## src/rtl/round_scheduler.sv

```systemverilog
// round_scheduler: game-round sequencer driving LFSM, position load and painter handshakes; optional MISS_PENALTY_EN makes a miss cost one point
module round_scheduler #(
  parameter int TICK_DIV     = 50000,
  parameter int WINDOW_TICKS = 100,
  parameter int ROUNDS       = 8,
  parameter int ROUND_W      = 4,
  parameter int SCORE_W      = 4
) (
  input  logic               iClk,
  input  logic               iReset,
  input  logic               iStart,
  input  logic               iStop,
  input  logic               iPaintDone,
  output logic               oEnableLFSM,
  output logic               oLoadPos,
  output logic               oPaintReq,
  output logic               oClearReq,
  output logic               oHit,
  output logic               oBusy,
  output logic               oGameOver,
  output logic [ROUND_W-1:0] oRound,
  output logic [SCORE_W-1:0] oScore
);
  localparam int TW = $clog2(TICK_DIV + 1);
  localparam int WW = $clog2(WINDOW_TICKS + 1);
  localparam logic [TW-1:0] TICK_LAST = TW'(TICK_DIV - 1);
  localparam logic [WW-1:0] WIN_LAST = WW'(WINDOW_TICKS - 1);
  localparam logic [ROUND_W-1:0] ROUND_LAST = ROUND_W'(ROUNDS - 1);
  localparam logic [SCORE_W-1:0] SCORE_MAX = '1;

  typedef enum logic [2:0] {IDLE, SEED, LOAD, PAINT, WAIT_HIT, CLEAR, NEXT, OVER} state_t;
  state_t state, state_nx;
  logic [TW-1:0] tick;
  logic [WW-1:0] window;
  logic tick_wrap, expire;

  assign tick_wrap   = tick == TICK_LAST;
  assign expire      = tick_wrap && window == WIN_LAST;
  assign oEnableLFSM = state == IDLE || state == SEED;
  assign oLoadPos    = state == LOAD;
  assign oPaintReq   = state == PAINT;
  assign oClearReq   = state == CLEAR;
  assign oBusy       = state != IDLE && state != OVER;
  assign oGameOver   = state == OVER;

  // state register
  always_ff @(posedge iClk)
    state <= iReset ? IDLE : state_nx;

  // next-state logic; painter acks only count in PAINT and CLEAR
  always_comb begin
    state_nx = state;
    case (state)
      IDLE:     state_nx = iStart ? SEED : IDLE;
      SEED:     state_nx = LOAD;
      LOAD:     state_nx = PAINT;
      PAINT:    state_nx = iPaintDone ? WAIT_HIT : PAINT;
      WAIT_HIT: state_nx = (iStop || expire) ? CLEAR : WAIT_HIT;
      CLEAR:    state_nx = iPaintDone ? NEXT : CLEAR;
      NEXT:     state_nx = oRound == ROUND_LAST ? OVER : LOAD;
      OVER:     state_nx = iStart ? SEED : OVER;
      default:  state_nx = IDLE;
    endcase
  end

  // round, score, reaction-window counters and hit pulse
  always_ff @(posedge iClk) begin
    if (iReset) begin
      oRound <= '0;
      oScore <= '0;
      tick   <= '0;
      window <= '0;
      oHit   <= 1'b0;
    end else begin
      oHit <= state == WAIT_HIT && iStop;
      case (state)
        SEED: begin
          oRound <= '0;
          oScore <= '0;
        end
        PAINT: begin
          tick   <= '0;
          window <= '0;
        end
        WAIT_HIT: begin
          tick   <= tick_wrap ? '0 : tick + 1'b1;
          window <= tick_wrap ? window + 1'b1 : window;
          if (iStop)
            oScore <= oScore == SCORE_MAX ? oScore : oScore + 1'b1;
`ifdef MISS_PENALTY_EN
          else if (expire)
            oScore <= oScore == '0 ? oScore : oScore - 1'b1;
`endif
        end
        NEXT:
          oRound <= oRound == ROUND_LAST ? oRound : oRound + 1'b1;
        default: ;
      endcase
    end
  end
endmodule

```

## config.mk

```make
export PLATFORM = sky130hd
export DESIGN_NAME = round_scheduler
export DESIGN_NICKNAME = d
export VERILOG_FILES = /design/src/rtl/round_scheduler.sv
export SDC_FILE = /design/constraint.sdc
export NUM_CORES = 1
export LEC_CHECK = 0
export BUFFER_PORTS_ARGS = -buffer_cell sky130_fd_sc_hd__buf_2
export CELL_PAD_IN_SITES_DETAIL_PLACEMENT = 1
export CELL_PAD_IN_SITES_GLOBAL_PLACEMENT = 2
export CORE_MARGIN = 2
export CORE_UTILIZATION = 37
export CTS_CLUSTER_DIAMETER = 150
export DETAILED_ROUTE_END_ITERATION = 8
export PLACE_DENSITY = 0.83
export SKIP_LAST_GASP = 1
export SYNTH_ARGS = -nofsm -noshare
export SYNTH_HDL_FRONTEND = slang
export SYNTH_SLANG_ARGS = --single-unit
```

## constraint.sdc

```tcl
create_clock -name iClk -period 5.11 [get_ports iClk]
set_input_delay 0.7665 -clock iClk [delete_from_list [all_inputs] [get_ports iClk]]
set_output_delay 0.7665 -clock iClk [all_outputs]
set_load 0.1 [all_outputs]
```

==> results of run 1 <==
==> per-stage QoR <==
step           setup slack, ps  area [µm²]
2_1_floorplan             1326        2083
6_report                  2372        2282
4_1_cts                   2389        2282
5_1_grt                   2265        2282
3_5_place_dp              2586        2201
3_3_place_gp              2651        2201
==> flip-flops by register name (all words and copies together) (netlist names) <==
name,count
oHit,1
oRound,4
tick,16
state,3
window,7
oScore,4
==> cell type report <==
cell class / count / area (µm²) / share of cell area
clock buffers: 7 / 76.32 / 0.03344
repair buffers: 20 / 102.6 / 0.04496
inverters: 11 / 41.29 / 0.01809
flip-flops and latches: 35 / 700.7 / 0.3070
clock inverters: 1 / 5.005 / 0.002193
well taps: 72 / 90.09 / 0.03947
multi-input cells: 199 / 1266 / 0.5548
==> report_power, final <==
group,internal (mW),switching [mW]
clock,0.0958,0.102
sequential,0.275,0.0103
combinational,0.0227,0.0671
total,0.394,0.180
==> logic make-up (layout without fill, tap and decap cells) <==
logic type,Yosys count,in the layout,share of synthesized area
compound gates,65,65,0.2000
xor+xnor,1,1,0.004205
fa+ha+maj,5,5,0.02883
buf+inv,28,39,0.05586
flops,35,35,0.3363
mux,9,9,0.04384
simple gates,119,119,0.3310
==> metal layers <==
metal  up-vias  GRT usage  routed length [µm]
met2        26     0.2915                2506
li1       1004          -                   -
met1       972     0.2709                2703
met3         7    0.03182                 141
met4         0    0.05517                  65
met5         -          0                   0
==> cells in the final DEF (no fill, tap or decap), types with 4 or more instances in the layout <==
cell type / n
nand3_1: 14
or3_1: 10
inv_1: 11
nand2_1: 21
nand4_1: 11
a21oi_1: 14
a31oi_1: 15
nor2_1: 14
nor3_1: 6
or4_1: 4
dfxtp_1: 35
o21ai_0: 12
nand2b_1: 5
o22ai_1: 4
clkbuf_8: 5
mux2i_1: 8
nand3b_1: 5
buf_2: 19
ha_1: 4
a211oi_1: 4
==> worst min-delay path by stage <==
stage	start	endpoint	slack, ps
2_1_floorplan	tick[15]$_SDFFE_PP0P_	tick[15]$_SDFFE_PP0P_	430
6_report	tick[15]$_SDFFE_PP0P_	tick[15]$_SDFFE_PP0P_	490
3_3_place_gp	window[6]$_SDFFE_PP0P_	window[6]$_SDFFE_PP0P_	460
3_5_place_dp	tick[15]$_SDFFE_PP0P_	tick[15]$_SDFFE_PP0P_	470
5_1_grt	tick[15]$_SDFFE_PP0P_	tick[15]$_SDFFE_PP0P_	520
4_1_cts	tick[15]$_SDFFE_PP0P_	tick[15]$_SDFFE_PP0P_	490
==> results.md, run 1 <==
- Run status: completed
- Gr ovfl total: 0
- Crit end category: output port
- Worst vdd ir: ~0.12 mV
- Asr flop ratio synth: 0
- FF-to-FF path depth: 4
- Area delta synth->final: 9.550%
- DRT Wirelength: approximately 5400 µm
- Worst setup path endpoint: oPaintReq
- Die area: ~6200 µm²
- Unique masters post-synth: 55
- Diode count: 0
- Die extent in x: ~79 µm
- TritonCTS clock tree: done
- Fin crit share: 0.5359
- Clk_lat worst skew: about 280 ps
- Register clock-pin slew on the reported worst setup and hold paths: about 70 ps
- Initial Util: 0.3807
- Cell taking the most area after synthesis: dfxtp_1
- Initial antenna violation count: 0
- Fin cells: 345
- First-pass GRT wire length: between 9000 and 10000 µm
- Required @ worst endpoint: approximately 4300 ps
- First DRT Iteration DRCs: roughly 120
- Hold Path Class: register to register
- Critical path buffers and inverters: 1
- Most frequent cell after synthesis: dfxtp_1
- Max H-tree Level: 2
- DRC: 0
- Max clock buf depth: 2
- Final Wtd Congestion: approximately 0.76
- Drt wl/cell: between 15 and 20 µm
- Tightest Pin Transition: approximately 1100 ps
- Crit path launch: state[1]$_SDFF_PP0_
- FP Rows: 27
- Synth warn: 0
- Power Total: 0.5733 mW
- # port buffers: 19
- Io pins: 20
- Dpl cells: 337
- Final Hold Slack: approximately 500 ps
- Crit-path cells: and3b_1 > buf_2
- Worst path max stage delay: ~670 ps
- Clock Sinks: 35
- Largest net degree at the start of global routing: 27
- Die height: ~79 µm
- Fin util: 0.4170
- CP delay by family, top: flip-flops
- Post-CTS Hold Fix Bufs: 0
- Synth top area share: 0.3363
- Fill count: roughly 690
- Pleak: about 0.78 nW
- Core Region: around 5500 µm²
- Post-Synthesis Cells: ~260
- Layout net count: 281
- Share of cells above drive strength 1: 0.1319
- Worst R2R Setup Slack: roughly 2600 ps
- Root buf cell: clkbuf_8
- Vias in the first global route: roughly 1.9k
- Max-slew violation count: 0
- Final Hold Violating Endpoints: 0
- Total GRT Usage: 0.1892
- Max_slew headroom: 0.2865
- Startpoint Class: register
- Max Cap Viol: 0
- Register area share after synthesis: 0.3363
- Via count: 2009
- Arrival time at the worst endpoint: around 2000 ps
- WP depth: 2
- Mapped cell area: roughly 2100 µm²
- Post-synthesis register bit count: 35
- Setup TNS Final: 0 ps
- Final setup fails: 0
- Mean Syn Cell Area: 7.951 µm²
- Max FO, Critical Path: 16
- Clock skew: 6.857 ps
- Cts repair resizes: 0
- Final antenna-violating net count: 0
- Synthesized Nets: around 270
- RSZ-0062 raised after global routing: no
- Synth top area cells: dfxtp_1, a31oi_1, mux2i_1
- Worst reg2reg path endpoint: tick[14]$_SDFFE_PP0P_
- Final min period: between 2000 and 3000 ps
- Pwr Density: about 250 nW/µm²
- Launching point of the worst reg2reg path: state[2]$_SDFF_PP0_
- Hpwl dp: between 3000 and 4000 µm
- CTS Buf Count: 5
- EDFF count, synth: 0
- Slowest-stage cell, CP: dfxtp_1
- Peak Freq: 365.2 MHz
- Worst hold stages: 1
- Ys flop type: dfxtp_1
- DR vias/cell: just under 6
- Router iterations before antenna repair: 4
- Commonest cells in the synthesized netlist: dfxtp_1, nand2_1, a31oi_1
- Setup bufs post-CTS: 0
- Setup CP Type: register to output port
Note: power is estimated with default switching activity, not from simulation.
==> run 2, diff against run 1 <==
CORE_UTILIZATION = 35   (was 37)
PLACE_DENSITY = 0.79   (was 0.83)
clock period = 2.7 ns   (was 5.11 ns; I/O delays follow)
==> run 2 against run 1 <==
Non-clock buffer count is 5 higher. Die area rose by 5.4%. Sequential power is 89% higher. Core utilization shrank 1.9 points. Routed wire length grew 2.8%. Clock power grew 90%. First-iteration DRC count decreased by 27%. Largest power group unchanged. Global-route usage shrank 0.49 points. Final cell count grew 2.3%. Highest routed layer unchanged. Critical path depth is the same. Total power is 90% higher.
==> results.md, run 2 (synthesized netlist as in run 1, its figures left out) <==
- Initial antenna violation count: 0 (unchanged)
- Max Cap Viol: 0 (unchanged)
- DRC: 0 (unchanged)
- Via count: 2037 (was 2009)
- Max FO, Critical Path: 17 (was 16)
- Final min period: 2389 ps
- Worst R2R Setup Slack: 430 ps (was 2600 ps)
- Sequential share of power: 0.496 (was 0.498)
- Total GRT Usage: 0.1843 (was 0.1892)
- Post-route cell area: 2331 µm² (was 2282 µm²)
- Switching power: 0.3430 mW (was 0.1795 mW)
- Final Hold Violating Endpoints: 0 (unchanged)
- Most common library cell in the layout ignoring fill and taps: dfxtp_1 (unchanged)
- Router iterations before antenna repair: 4 (unchanged)
- Tightest Pin Transition: 610.0 ps (was 1062 ps)
- Post-CTS Hold Fix Bufs: 0 (unchanged)
- Dpl cells: 345 (was 337)
- Diode count: 0 (unchanged)
- Clock skew: 3.502 ps (was 6.857 ps)
- Register Area: 700.7 µm² (unchanged)
- Clock power frac: 0.345 (about the same)
- FF-to-FF path depth: 6 (was 4)
- Area delta synth->final: 11.89% (was 9.550%)
- Largest register FFs: 16 (unchanged)
- Fin crit share: 0.8848
- Gr ovfl total: 0 (unchanged)
- First-pass GRT wire length: 9363 µm (was 9528 µm)
- Internal: 0.7479 mW (was 0.3938 mW)
- Top reg by flops: tick (unchanged)
- Startpoint Class: register (unchanged)
- Die height: 81.15 µm (was 79.04 µm)
- Vias in the first global route: 1962 (was 1903)
- Root buf cell: clkbuf_8 (unchanged)
- Worst vdd ir: 0.2534 mV (was 0.1228 mV)
- CTS Buf Count: 5 (unchanged)
- Final setup fails: 0 (unchanged)
- Setup TNS Final: 0 ps (unchanged)
- Fin cells: 353 (was 345)
- Final antenna-violating net count: 0 (unchanged)
- Hold Path Class: input pin to register (was register to register)
- Fill count: 702 (was 687)
- Crit end category: output port (unchanged)
- Arrival time at the worst endpoint: 1980 ps (was 1970 ps)
- Die extent in x: 81.15 µm (was 79.04 µm)
- Register clock-pin slew on the reported worst setup and hold paths: 70 ps (about the same)
- Clk_lat worst skew: 290 ps (was 280 ps)
- Largest net degree at the start of global routing: 27 (unchanged)
- Core Region: 5851 µm² (was 5473 µm²)
- Biggest regs: tick x16, window x7 (unchanged)
- RSZ-0062 raised after global routing: no (unchanged)
- First DRT Iteration DRCs: 90 (was 124)
- TritonCTS clock tree: done (unchanged)
- Combinational power share: 0.159 (was 0.157)
- Max_slew headroom: 0.5918 (was 0.2865)
- Max-slew violation count: 0 (unchanged)
- Required @ worst endpoint: 2300 ps (was 4340 ps)
- Initial Util: 0.3561 (was 0.3807)
- Layout net count: 286 (was 281)
- Clock Sinks: 35 (unchanged)
- Max clock buf depth: 2 (unchanged)
- Footprint of the multi-input gates: 1274 µm² (was 1266 µm²)
- Peak Freq: around 420 MHz
- Final Wtd Congestion: 0.7833 (was 0.7576)
- Io pins: 20 (unchanged)
- DRT Wirelength: 5566 µm (was 5417 µm)
- Sw Ratio: 0.3144 (was 0.3131)
- Fin util: 0.3984 (was 0.4170)
- FP Rows: 28 (was 27)
- Setup bufs post-CTS: 0 (unchanged)
- Pwr Density: 468.0 nW/µm² (was 251.2 nW/µm²)
- Setup CP Type: register to output port (unchanged)
- Placed inst area: 2250 µm² (was 2201 µm²)
- Cts repair resizes: 0 (unchanged)
- Hpwl dp: 3980 µm (was 3805 µm)
- Die area: 6585 µm² (was 6247 µm²)
- Max H-tree Level: 2 (unchanged)
- Share of cells above drive strength 1: 0.1547 (was 0.1319)
- Pleak: 0.8074 nW (was 0.7790 nW)
- DR vias/cell: 5.771 (was 5.823)
- Worst hold stages: 3 (was 1)
- Run status: completed (unchanged)
- # port buffers: 19 (unchanged)
- Power Total: 1.091 mW (was 0.5733 mW)
- Commonest cells after routing, fill and taps aside: dfxtp_1, nand2_1, buf_2 (unchanged)
- Drt wl/cell: 15.77 µm (was 15.70 µm)
[run 2: changes by cell type in the layout (fill, tap and decap cells not counted), sizes merged]
cell | previous run | this run
buf | 20 | 25
[run 2: final cells by class]
type                            instances  area share
Inverter                               11     0.01771
Multi-Input combinational cell        199      0.5464
Clock buffer                            7     0.03274
Timing Repair Buffer                   25     0.06012
Sequential cell                        35      0.3006
Clock inverter                          1    0.002147
Tap cell                               75     0.04026
[run 2: final timing paths]
| path | start | endpoint |
|---|---|---|
| min | iStart | state[0]$_SDFF_PP0_ |
| min reg2reg | tick[15]$_SDFFE_PP0P_ | tick[15]$_SDFFE_PP0P_ |
| max | state[0]$_SDFF_PP0_ | oPaintReq |
| max reg2reg | tick[0]$_SDFFE_PP0P_ | window[0]$_SDFFE_PP0P_ |
[run 2: routing by layer]
metal  global-route usage  wire (µm)  up-vias
li1                     -          -     1018
met1               0.2371       2659      984
met2               0.3083       2676       32
met3              0.04556        189        3
met4              0.04746         40        0
met5                    0          0        -
[run 2: worst max-delay path, cell delays in order, from the launching register on]
cell     delay [ps]
dfxtp_1         660
and3b_1         520
buf_2           510
[run 2: through the flow]
stage                     setup WS, ps  hold WS, ps
final                            311.0        451.4
after global routing             194.3        473.0
after CTS                        311.2        439.9
after detailed placement         493.4        458.4
after global placement           601.5        452.0
after floorplan                 -62.36        432.9
[run 2: power by group through the flow]
stage          logic [mW]  clock network (mW)  registers [mW]
2_1_floorplan       0.149                   0           0.542
3_3_place_gp        0.174                   0           0.553
3_5_place_dp        0.175                   0           0.553
4_1_cts             0.176               0.396           0.541
5_1_grt             0.187               0.415           0.544
6_report            0.174               0.376           0.541
==> run 3, diff against run 2 <==
CORE_UTILIZATION = 36   (was 35)
CTS_BUF_LIST = sky130_fd_sc_hd__clkbuf_4   (was unset)
PLACE_DENSITY = 0.81   (was 0.79)
RECOVER_POWER = 100   (was unset)
==> run 3 against run 2 <==
Worst setup slack got worse by 79 ps. Final area fell by 2.8%. Largest cell class unchanged. Critical path depth did not move.
==> results.md, run 3 (synthesized netlist as in run 1, its figures left out) <==
- Fin util: 0.4090 (was 0.3984)
- Clock power frac: 0.306 (was 0.345)
- Post-CTS Hold Fix Bufs: 0 (unchanged)
- Share of cells above drive strength 1: 0.1119 (was 0.1547)
- Clock Sinks: 35 (unchanged)
- Launching point of the worst reg2reg path: state[2]$_SDFF_PP0_ (was tick[0]$_SDFFE_PP0P_)
- Fill count: 716 (was 702)
- Required @ worst endpoint: 2300 ps (about the same)
- TritonCTS clock tree: done (unchanged)
- Gr ovfl total: 0 (unchanged)
- Root buf cell: clkbuf_4 (was clkbuf_8)
- Router iterations before antenna repair: 4 (unchanged)
- Register clock-pin slew on the reported worst setup and hold paths: 110 ps (was 70 ps)
- Combinational power share: 0.167 (was 0.159)
- Fin crit share: 0.9141 (was 0.8848)
- Initial antenna violation count: 0 (unchanged)
- Run status: completed (unchanged)
- Max_slew headroom: 0.2283 (was 0.5918)
- Die area: 6411 µm² (was 6585 µm²)
- DRC: 0 (unchanged)
- Sequential share of power: 0.527 (was 0.496)
- RSZ-0062 raised after global routing: no (unchanged)
- Diode count: 0 (unchanged)
- Max FO, Critical Path: 17 (unchanged)
- Arrival time at the worst endpoint: 2060 ps (was 1980 ps)
- Setup bufs post-CTS: 0 (unchanged)
- Max clock buf depth: 2 (unchanged)
- FF-to-FF path depth: 5 (was 6)
- Max H-tree Level: 2 (unchanged)
- DRT Wirelength: 5487 µm (was 5566 µm)
- Dpl cells: 341 (was 345)
- Max Cap Viol: 0 (unchanged)
- Pwr Density: 453.2 nW/µm² (was 468.0 nW/µm²)
- Largest net degree at the start of global routing: 27 (unchanged)
- Critical path buffers and inverters: 1 (unchanged)
- Die height: 80.07 µm (was 81.15 µm)
- Commonest cells after routing, fill and taps aside: dfxtp_1, nand2_1, a31oi_1 (was dfxtp_1, nand2_1, buf_2)
- Fin cells: 349 (was 353)
- Slowest-stage cell, CP: dfxtp_1 (unchanged)
- Tightest Pin Transition: 1163 ps (was 610.0 ps)
- Internal: 0.6867 mW (was 0.7479 mW)
- Pleak: 0.7419 nW (was 0.8074 nW)
- Worst path max stage delay: 670 ps (was 660 ps)
- Worst hold start: iStart (unchanged)
- Clk_lat worst skew: 350 ps (was 290 ps)
- Final Wtd Congestion: 0.7116 (was 0.7833)
- Vias in the first global route: 1911 (was 1962)
- Setup TNS Final: 0 ps (unchanged)
- Biggest regs: tick x16, window x7 (unchanged)
- Die extent in x: 80.07 µm (was 81.15 µm)
- Crit-path cells: and3b_1 > clkbuf_2 (was and3b_1 > buf_2)
- FP Rows: 27 (was 28)
- WP depth: 2 (unchanged)
- Max-slew violation count: 0 (unchanged)
- Top reg by flops: tick (unchanged)
- DR vias/cell: 5.840 (was 5.771)
- Worst hold stages: 3 (unchanged)
- Peak Freq: 405.2 MHz (was 418.6 MHz)
- Final Hold Violating Endpoints: 0 (unchanged)
- Clock skew: 10.92 ps (was 3.502 ps)
- Final min period: 2468 ps (was 2389 ps)
- Final Hold Slack: 365.2 ps (was 451.4 ps)
- Sw Ratio: 0.3313 (was 0.3144)
- Area delta synth->final: 8.769% (was 11.89%)
- Core Region: 5540 µm² (was 5851 µm²)
- Layout net count: 285 (was 286)
- Cts repair resizes: 0 (unchanged)
- Final setup fails: 0 (unchanged)
- Setup CP Type: register to output port (unchanged)
- Switching power: 0.3402 mW (was 0.3430 mW)
- Worst vdd ir: 0.1902 mV (was 0.2534 mV)
- Startpoint Class: register (unchanged)
- Io pins: 20 (unchanged)
- Total GRT Usage: 0.1864 (was 0.1843)
- First-pass GRT wire length: 9439 µm (was 9363 µm)
- Crit end category: output port (unchanged)
- CTS Buf Count: 5 (unchanged)
- Hpwl dp: 3814 µm (was 3980 µm)
- Final antenna-violating net count: 0 (unchanged)
- # port buffers: 19 (unchanged)
- Crit path launch: state[0]$_SDFF_PP0_ (unchanged)
- Hold Path Class: input pin to register (unchanged)
- Most common library cell in the layout ignoring fill and taps: dfxtp_1 (unchanged)
- Drt wl/cell: 15.72 µm (was 15.77 µm)
- Initial Util: 0.3760 (was 0.3561)
- First DRT Iteration DRCs: 67 (was 90)
- Largest register FFs: 16 (unchanged)
- CP delay by family, top: flip-flops (unchanged)
- Via count: 2038 (was 2037)
run 3: cell count changes in the layout (fill, tap and decap cells not counted), sizes merged:
cell	previous run	this run
buf	25	7
clkbuf	7	24
run 3: power by group through the flow:
stage | clock network, mW | registers [mW] | logic [mW]
finish | 0.315 | 0.541 | 0.171
global route | 0.351 | 0.544 | 0.183
CTS | 0.328 | 0.542 | 0.175
detailed placement | 0 | 0.553 | 0.174
global placement | 0 | 0.553 | 0.174
floorplan | 0 | 0.542 | 0.149
run 3: metrics by stage:
step | total power, mW | setup slack, ps | instance area, µm²
3_5_place_dp | 0.7272 | 648.1 | 2238
4_1_cts | 1.045 | 226.4 | 2296
3_3_place_gp | 0.7276 | 614.2 | 2238
2_1_floorplan | 0.6901 | -62.36 | 2091
6_report | 1.027 | 231.8 | 2266
5_1_grt | 1.078 | 102.3 | 2266
run 3: worst reg2reg max path, stage by stage, from the launching register on:
cell      delay [ps]
dfxtp_1          690
nor3b_1          670
clkbuf_1         380
o21ai_0          140
a21oi_1          220
mux2i_1          200
run 3: path summary, 6_finish.rpt:
check | endpoint | slack [ps]
max reg2reg | window[3]$_SDFFE_PP0P_ | 350
min | state[0]$_SDFF_PP0_ | 370
min reg2reg | window[6]$_SDFFE_PP0P_ | 500
max | oPaintReq | 230
run 3: area by class of cell:
| type | instances | area, µm² | share of cell area |
|---|---|---|---|
| inverters | 11 | 41.29 | 0.01822 |
| well taps | 72 | 90.09 | 0.03976 |
| multi-input cells | 199 | 1262 | 0.5572 |
| clock buffers | 7 | 52.55 | 0.02319 |
| clock inverters | 1 | 5.005 | 0.002209 |
| repair buffers | 24 | 113.9 | 0.05025 |
| flip-flops and latches | 35 | 700.7 | 0.3092 |
run 3: metal layers:
metal | share of wire | track usage
met1 | 0.50 | 0.2505
met2 | 0.45 | 0.2958
met3 | 0.025 | 0.03933
met4 | 0.017 | 0.06271
met5 | 0 | 0
